**config.mk**
```make
export PLATFORM = sky130hd
export DESIGN_NAME = frame_manager_flat
export DESIGN_NICKNAME = d
export VERILOG_FILES = /design/src/rtl/frame_manager_if.sv /design/src/rtl/frame_manager.sv /design/src/flat_wrapper.sv
export SDC_FILE = /design/constraint.sdc
export NUM_CORES = 1
export LEC_CHECK = 0
export CAP_MARGIN = 20
export CORE_MARGIN = 5
export CORE_UTILIZATION = 30
export DETAILED_ROUTE_END_ITERATION = 6
export PLACE_DENSITY = 0.46
export SETUP_SLACK_MARGIN = 0.2
export SYNTH_ARGS = -nofsm -noshare
export SYNTH_HDL_FRONTEND = slang
export SYNTH_SLANG_ARGS = --single-unit
```
**constraint.sdc**
```tcl
create_clock -name clk -period 4.45 [get_ports clk]
set_clock_uncertainty 0.1 [all_clocks]
set_input_delay 0.89 -clock clk [delete_from_list [all_inputs] [get_ports clk]]
set_output_delay 0.89 -clock clk [all_outputs]
set_load 0.02 [all_outputs]
```
**src/rtl/frame_manager_if.sv**
```systemverilog
// rtl/frame_manager_if.sv - handshake and bus bundle between frame_manager and its neighbours
interface frame_manager_if #(
    parameter int PC_W     = 16,
    parameter int LVA_AW   = 8,
    parameter int CS_DEPTH = 32
);
    localparam int DW = $clog2(CS_DEPTH) + 1;

    logic              invoke;
    logic              ret;
    logic [15:0]       desc_index;
    logic [PC_W-1:0]   pc_in;
    logic [15:0]       data_index;
    logic [31:0]       data_params;
    logic              eval_pop;
    logic              eval_done;
    logic [31:0]       eval_value;
    logic              lva_wr;
    logic [LVA_AW-1:0] lva_addr;
    logic [31:0]       lva_wdata;
    logic              lva_done;
    logic              pc_load;
    logic [PC_W-1:0]   pc_target;
    logic [LVA_AW-1:0] lva_base;
    logic [LVA_AW-1:0] lva_size;
    logic [DW-1:0]     depth;
    logic              busy;
    logic              done;
    logic [1:0]        err;
    logic [DW-1:0]     hwm;

    modport master (
        output invoke, ret, desc_index, pc_in, data_params, eval_done, eval_value, lva_done,
        input  data_index, eval_pop, lva_wr, lva_addr, lva_wdata, pc_load, pc_target,
               lva_base, lva_size, depth, busy, done, err, hwm
    );

    modport slave (
        input  invoke, ret, desc_index, pc_in, data_params, eval_done, eval_value, lva_done,
        output data_index, eval_pop, lva_wr, lva_addr, lva_wdata, pc_load, pc_target,
               lva_base, lva_size, depth, busy, done, err, hwm
    );
endinterface

```
**src/rtl/frame_manager.sv**
```systemverilog
// rtl/frame_manager.sv - method invoke/return frame sequencer with internal call stack
// Optional FRAME_HWM_EN: hwm tracks the call stack depth high-water mark since reset.
module frame_manager #(
    parameter int PC_W     = 16,
    parameter int LVA_AW   = 8,
    parameter int CS_DEPTH = 32,
    parameter int MEM_LAT  = 2,
    parameter int RET_OFS  = 3
) (
    input  logic           clk,
    input  logic           rst,
    frame_manager_if.slave bus
);
    localparam int DW  = $clog2(CS_DEPTH) + 1;
    localparam int IW  = $clog2(CS_DEPTH);
    localparam int CW  = (LVA_AW + 1 > 9) ? LVA_AW + 1 : 9;
    localparam int LCW = $clog2(MEM_LAT + 1);
    localparam int EW  = PC_W + 2 * LVA_AW;
    localparam logic [CW-1:0] LVA_LIM = CW'(1) << LVA_AW;

    typedef enum logic [3:0] {
        S_IDLE, S_DESC, S_LATCH, S_CHECK, S_POP, S_WR, S_PUSH, S_JUMP, S_RPOP
    } state_t;

    state_t            state;
    logic [LCW-1:0]    lat_cnt;
    logic [15:0]       code_r;
    logic [7:0]        argc_r;
    logic [7:0]        sz_r;
    logic [CW-1:0]     nb_r;
    logic [PC_W-1:0]   ret_pc_r;
    logic [EW-1:0]     stack [CS_DEPTH];

    logic [15:0]       data_index_r;
    logic              eval_pop_r;
    logic              lva_wr_r;
    logic [LVA_AW-1:0] lva_addr_r;
    logic [31:0]       lva_wdata_r;
    logic              pc_load_r;
    logic [PC_W-1:0]   pc_target_r;
    logic [LVA_AW-1:0] base_r;
    logic [LVA_AW-1:0] size_r;
    logic [DW-1:0]     depth_r;
    logic              done_r;
    logic [1:0]        err_r;

    // New frame starts right after the caller's frame; bounds checked one bit wider.
    logic [CW-1:0] nb_c;
    logic [CW-1:0] end_c;
    logic [IW-1:0] push_idx;
    logic [IW-1:0] top_idx;
    assign nb_c     = CW'(base_r) + CW'(size_r);
    assign end_c    = nb_r + CW'(sz_r);
    assign push_idx = depth_r[IW-1:0];
    assign top_idx  = IW'(depth_r - DW'(1));

    always_ff @(posedge clk) begin
        if (rst) begin
            state        <= S_IDLE;
            lat_cnt      <= '0;
            code_r       <= '0;
            argc_r       <= '0;
            sz_r         <= '0;
            nb_r         <= '0;
            ret_pc_r     <= '0;
            data_index_r <= '0;
            eval_pop_r   <= 1'b0;
            lva_wr_r     <= 1'b0;
            lva_addr_r   <= '0;
            lva_wdata_r  <= '0;
            pc_load_r    <= 1'b0;
            pc_target_r  <= '0;
            base_r       <= '0;
            size_r       <= '0;
            depth_r      <= '0;
            done_r       <= 1'b0;
            err_r        <= '0;
        end else begin
            eval_pop_r <= 1'b0;
            lva_wr_r   <= 1'b0;
            pc_load_r  <= 1'b0;
            done_r     <= 1'b0;
            case (state)
                S_IDLE: begin
                    if (bus.invoke) begin
                        data_index_r <= bus.desc_index;
                        ret_pc_r     <= bus.pc_in + PC_W'(RET_OFS);
                        lat_cnt      <= '0;
                        state        <= S_DESC;
                    end else if (bus.ret) begin
                        state <= S_RPOP;
                    end
                end
                S_DESC: begin
                    if (lat_cnt == LCW'(MEM_LAT - 1)) state <= S_LATCH;
                    else lat_cnt <= lat_cnt + LCW'(1);
                end
                S_LATCH: begin
                    code_r <= bus.data_params[31:16];
                    argc_r <= bus.data_params[15:8];
                    sz_r   <= bus.data_params[7:0];
                    nb_r   <= nb_c;
                    state  <= S_CHECK;
                end
                S_CHECK: begin
                    if (depth_r == DW'(CS_DEPTH) || end_c > LVA_LIM || argc_r > sz_r) begin
                        err_r[0] <= 1'b1;
                        state    <= S_IDLE;
                    end else if (argc_r == 8'd0) begin
                        state <= S_PUSH;
                    end else begin
                        eval_pop_r <= 1'b1;
                        state      <= S_POP;
                    end
                end
                S_POP: begin
                    // Top of eval stack is the last argument, so fill the frame downwards.
                    if (bus.eval_done) begin
                        lva_addr_r  <= LVA_AW'(nb_r + CW'(argc_r) - CW'(1));
                        lva_wdata_r <= bus.eval_value;
                        lva_wr_r    <= 1'b1;
                        state       <= S_WR;
                    end
                end
                S_WR: begin
                    if (bus.lva_done) begin
                        argc_r <= argc_r - 8'd1;
                        if (argc_r == 8'd1) begin
                            state <= S_PUSH;
                        end else begin
                            eval_pop_r <= 1'b1;
                            state      <= S_POP;
                        end
                    end
                end
                S_PUSH: begin
                    stack[push_idx] <= {ret_pc_r, base_r, size_r};
                    depth_r         <= depth_r + DW'(1);
                    base_r          <= LVA_AW'(nb_r);
                    size_r          <= LVA_AW'(sz_r);
                    pc_target_r     <= PC_W'(code_r);
                    pc_load_r       <= 1'b1;
                    done_r          <= 1'b1;
                    state           <= S_JUMP;
                end
                S_JUMP: begin
                    state <= S_IDLE;
                end
                S_RPOP: begin
                    if (depth_r == '0) begin
                        err_r[1] <= 1'b1;
                    end else begin
                        {pc_target_r, base_r, size_r} <= stack[top_idx];
                        depth_r   <= depth_r - DW'(1);
                        pc_load_r <= 1'b1;
                        done_r    <= 1'b1;
                    end
                    state <= S_IDLE;
                end
                default: state <= S_IDLE;
            endcase
        end
    end

`ifdef FRAME_HWM_EN
    logic [DW-1:0] hwm_r;
    always_ff @(posedge clk) begin
        if (rst) hwm_r <= '0;
        else if (state == S_PUSH && depth_r >= hwm_r) hwm_r <= depth_r + DW'(1);
    end
    assign bus.hwm = hwm_r;
`else
    assign bus.hwm = '0;
`endif

    assign bus.data_index = data_index_r;
    assign bus.eval_pop   = eval_pop_r;
    assign bus.lva_wr     = lva_wr_r;
    assign bus.lva_addr   = lva_addr_r;
    assign bus.lva_wdata  = lva_wdata_r;
    assign bus.pc_load    = pc_load_r;
    assign bus.pc_target  = pc_target_r;
    assign bus.lva_base   = base_r;
    assign bus.lva_size   = size_r;
    assign bus.depth      = depth_r;
    assign bus.busy       = (state != S_IDLE);
    assign bus.done       = done_r;
    assign bus.err        = err_r;
endmodule

```
**src/flat_wrapper.sv**
```systemverilog
// flat-port wrapper written by rule: the top's interface ports become plain ports
module frame_manager_flat 
#(
    parameter int PC_W     = 16,
    parameter int LVA_AW   = 8,
    parameter int CS_DEPTH = 32,
    parameter int MEM_LAT  = 2,
    parameter int RET_OFS  = 3
)
  (clk, rst, bus_invoke, bus_ret, bus_desc_index, bus_pc_in, bus_data_params, bus_eval_done, bus_eval_value, bus_lva_done, bus_data_index, bus_eval_pop, bus_lva_wr, bus_lva_addr, bus_lva_wdata, bus_pc_load, bus_pc_target, bus_lva_base, bus_lva_size, bus_depth, bus_busy, bus_done, bus_err, bus_hwm);
  frame_manager_if #(.PC_W(PC_W), .LVA_AW(LVA_AW), .CS_DEPTH(CS_DEPTH)) bus_i ();
  input  logic clk;
  input  logic rst;
  input wire logic [$bits(bus_i.invoke)-1:0] bus_invoke;
  input wire logic [$bits(bus_i.ret)-1:0] bus_ret;
  input wire logic [$bits(bus_i.desc_index)-1:0] bus_desc_index;
  input wire logic [$bits(bus_i.pc_in)-1:0] bus_pc_in;
  input wire logic [$bits(bus_i.data_params)-1:0] bus_data_params;
  input wire logic [$bits(bus_i.eval_done)-1:0] bus_eval_done;
  input wire logic [$bits(bus_i.eval_value)-1:0] bus_eval_value;
  input wire logic [$bits(bus_i.lva_done)-1:0] bus_lva_done;
  output wire logic [$bits(bus_i.data_index)-1:0] bus_data_index;
  output wire logic [$bits(bus_i.eval_pop)-1:0] bus_eval_pop;
  output wire logic [$bits(bus_i.lva_wr)-1:0] bus_lva_wr;
  output wire logic [$bits(bus_i.lva_addr)-1:0] bus_lva_addr;
  output wire logic [$bits(bus_i.lva_wdata)-1:0] bus_lva_wdata;
  output wire logic [$bits(bus_i.pc_load)-1:0] bus_pc_load;
  output wire logic [$bits(bus_i.pc_target)-1:0] bus_pc_target;
  output wire logic [$bits(bus_i.lva_base)-1:0] bus_lva_base;
  output wire logic [$bits(bus_i.lva_size)-1:0] bus_lva_size;
  output wire logic [$bits(bus_i.depth)-1:0] bus_depth;
  output wire logic [$bits(bus_i.busy)-1:0] bus_busy;
  output wire logic [$bits(bus_i.done)-1:0] bus_done;
  output wire logic [$bits(bus_i.err)-1:0] bus_err;
  output wire logic [$bits(bus_i.hwm)-1:0] bus_hwm;
  assign bus_i.invoke = bus_invoke;
  assign bus_i.ret = bus_ret;
  assign bus_i.desc_index = bus_desc_index;
  assign bus_i.pc_in = bus_pc_in;
  assign bus_i.data_params = bus_data_params;
  assign bus_i.eval_done = bus_eval_done;
  assign bus_i.eval_value = bus_eval_value;
  assign bus_i.lva_done = bus_lva_done;
  assign bus_data_index = bus_i.data_index;
  assign bus_eval_pop = bus_i.eval_pop;
  assign bus_lva_wr = bus_i.lva_wr;
  assign bus_lva_addr = bus_i.lva_addr;
  assign bus_lva_wdata = bus_i.lva_wdata;
  assign bus_pc_load = bus_i.pc_load;
  assign bus_pc_target = bus_i.pc_target;
  assign bus_lva_base = bus_i.lva_base;
  assign bus_lva_size = bus_i.lva_size;
  assign bus_depth = bus_i.depth;
  assign bus_busy = bus_i.busy;
  assign bus_done = bus_i.done;
  assign bus_err = bus_i.err;
  assign bus_hwm = bus_i.hwm;
  frame_manager #(.PC_W(PC_W), .LVA_AW(LVA_AW), .CS_DEPTH(CS_DEPTH), .MEM_LAT(MEM_LAT), .RET_OFS(RET_OFS)) u_core (.clk(clk), .rst(rst), .bus(bus_i));
endmodule
```
==> flow_summary.yaml <==
setup_path:
  cp_slowest_cell: "dfxtp_1"
  cp_slowest_stage_delay_ps: 950
  cp.depth: 1
  reg2reg_depth: 9
  crit_arrival_ps: 2480
  reg2reg_from: "u_core.bus.depth[1]$_SDFFE_PP0P_"
  cp-startpoint: "u_core.bus.lva_base[4]$_SDFFE_PP0P_"
  worstSetupEndpointType: "output port"
  worstReg2RegEnd: "u_core.bus.pc_target[7]$_SDFFE_PP0P_"
  ff2ff_setup_slack_ps: 1060
  worst-path-buf-inv: 1
  cp-start-kind: "register"
  crit_chain: "clkdlybuf4s50_1"
  crit_path_end: "bus_lva_base[4]"
  cpLargestDelayFamily: "flip-flops"
  setup.worst_path.class: "register to output port"
  worstPathRequired_ps: 3460
  crit_path_max_fanout: 16
clocking:
  clock_path_buffers: 3
  hold_buffers: 0
  ctsResizeCount: 0
  path_clk_slew_ps: 60
  clock_latency_ps: 740
  h-tree-depth: 3
  cts_tree: "built"
  cts_buffers: 121
  postCtsSetupRepairBufs: 0
  clock_sinks: 1186
  cts.root.buffer_cell: "clkbuf_16"
grt:
  grt_pass1_wl_microns: 197000
  grt_max_degree: 96
  grtUsageTotal_pct: 16.4
  grt_pass1_vias: 26700
  grt_overflow: 0
  antenna_found_initial: 9
sta:
  fin_crit_ps: 3470
  fin_crit_sh_pct: 77.9
  slew_violations: 0
  max-slew-margin-rel_pct: 25.9
  hold_violations: 0
  rsz0062_at_grt: "false"
  setup_viol: 0
  tightest_slew_ps: 1110
  fin_hold_ws_ps: 349
  finalSetupTns_ps: 0
  max_freq_ghz: 0.288
cells_and_area:
  nets: 3274
  layout_commonest_cell: "edfxtp_1"
  drive_above_1_share_pct: 19.9
  area_delta_synth_final_pct: 19.6
  layout_common_cells: "edfxtp_1, nand2_1, mux4_2, clkdlybuf4s50_1, a21oi_1"
status:
  status: "completed"
floorplan:
  die_x_microns: 407
  rows: 145
  die_h_microns: 407
  io_pins: 209
  die_area_sq_mm: 0.165
  coreArea_sq_mm: 0.156
  start_util_pct: 30.2
routing:
  viasPerCell: 4.99
  wl_per_cell_microns: 26.1
  via_count: 26400
  routed_wl_microns: 138000
  drtAntennaViolNets: 0
  firstDrtPassIters: 7
  first_iter_violations: 2492
  drc: 0
job:
  cap_violations: 0
yosys:
  synth_cell_types: 63
  synth_edf_count: 1024
  synth_largest_area_cell: "edfxtp_1"
  ys_top_cells_by_area: "edfxtp_1, mux4_2, dfxtp_1"
  ys.flop_type: "edfxtp_1"
  synthArstFlopShare_pct: 0
  ys_seq_area_share_pct: 72.0
  ys_warn_count: 0
  syn_area_sq_mm: 0.0472
  synth_top_area_share_pct: 65.2
  post_synth.cell_area_avg_sq_um: 16.5
  synth_cells: 2853
  ys_ff_latch: 1186
placed_design:
  port_buffers: 202
  dp_hpwl_microns: 84400
  routabilityCongestion: 0.778
pwr:
  pwr_density_cell_mw_per_mm2: 457
  vdd_drop_max_mv: 0.300
  power_leakage_nw: 17.7
  power_mw: 25.8
hold_path:
  hold_path.class: "register to register"
[cells in the mapped netlist (6+ instances only)]
cell type and n:
buf_2 39, edfxtp_1 1024, nand2_1 478, a21oi_1 179
xor2_1 12, a21o_1 6, a2111oi_2 30, nor2_1 122
nand4_1 6, nor3_1 14, dfxtp_1 162, xnor2_1 17
ha_1 45, buf_4 8, clkbuf_1 95, mux4_2 256
o21ai_0 21, nor2b_1 6, inv_1 57, o211ai_1 37
a211oi_1 55, nand3_1 62, nor4_1 7, and3_1 10
buf_1 25
[final cells by class]
class | instances | area [sq um]
Fill cell | 14700 | 99900
Sequential cell | 1186 | 34000
Multi-Input combinational cell | 1443 | 12600
Clock buffer | 163 | 3350
Timing Repair Buffer | 314 | 3120
Tap cell | 2058 | 2570
Clock inverter | 65 | 611
Inverter | 58 | 218
Antenna cell | 3 | 7.51
[metal layers]
metal	vias to the layer above	part of all wire, %	routed length [microns]	GRT usage [%]
li1	11600	-	-	-
met4	2	1.9	2680	3.47
met2	844	45	61600	25.2
met3	167	7.3	10100	4.02
met5	-	0.098	135	0.595
met1	13800	46	63600	23.8
[report_power, final]
group | total, mW | leakage [nW] | switching, mW | internal [mW]
combinational | 2.44 | 5.00 | 1.61 | 0.833
clock | 10.2 | 1.95 | 4.37 | 5.79
sequential | 13.2 | 10.7 | 0.540 | 12.6
[registers in the layout (all words and copies together), names as in the netlist]
name and cells:
u_core.stack 1024, u_core.bus.lva_wdata 32, u_core.bus.data_index 16, u_core.bus.pc_target 16
u_core.code_r 16, u_core.ret_pc_r 16, u_core.nb_r 9, u_core.argc_r 8
u_core.bus.lva_addr 8, u_core.bus.lva_base 8, u_core.bus.lva_size 8, u_core.sz_r 8
u_core.bus.depth 6, u_core.state 4, u_core.bus.err 2, u_core.lat_cnt 2
u_core.bus.eval_pop 1, u_core.bus.lva_wr 1, u_core.bus.pc_load 1
[metrics by stage]
step / setup WS, ps / std cells / cell area, sq um / util [%]
2_1_floorplan: 1050 / 2858 / 47200 / -
3_3_place_gp: 1030 / 5058 / 52500 / 33.5
3_5_place_dp: 1020 / 5059 / 52500 / 33.6
4_1_cts: 881 / 5287 / 56400 / 36.1
5_1_grt: 846 / 5287 / 56400 / 36.1
6_report: 982 / 5290 / 56500 / 36.1
[kinds of logic after synthesis]
kind of cell | synth area share, %
adder cells (fa/ha/maj) | 1.32
other | 0.00795
buffers and inverters | 2.05
flip-flops | 72.0
XOR/XNOR | 0.538
AO/OA/AOI/OAI | 5.31
AND/OR/NAND/NOR | 6.45
multiplexers | 12.3
[worst min-delay path by stage]
stage / from / end / slack [ps] / cells after the start
floorplan: u_core.code_r[0]$_SDFFE_PP0P_ / u_core.code_r[0]$_SDFFE_PP0P_ / 350 / 2
CTS: u_core.bus.lva_wdata[12]$_SDFFE_PP0P_ / u_core.bus.lva_wdata[12]$_SDFFE_PP0P_ / 360 / 2
detailed placement: u_core.bus.data_index[14]$_SDFFE_PP0P_ / u_core.bus.data_index[14]$_SDFFE_PP0P_ / 350 / 2
finish: u_core.bus.lva_addr[4]$_SDFFE_PP0P_ / u_core.bus.lva_addr[4]$_SDFFE_PP0P_ / 350 / 2
global route: u_core.bus.lva_wdata[4]$_SDFFE_PP0P_ / u_core.bus.lva_wdata[4]$_SDFFE_PP0P_ / 370 / 2
global placement: u_core.bus.lva_wdata[16]$_SDFFE_PP0P_ / u_core.bus.lva_wdata[16]$_SDFFE_PP0P_ / 340 / 2
No activity file was read; power rests on OpenSTA's default activity.
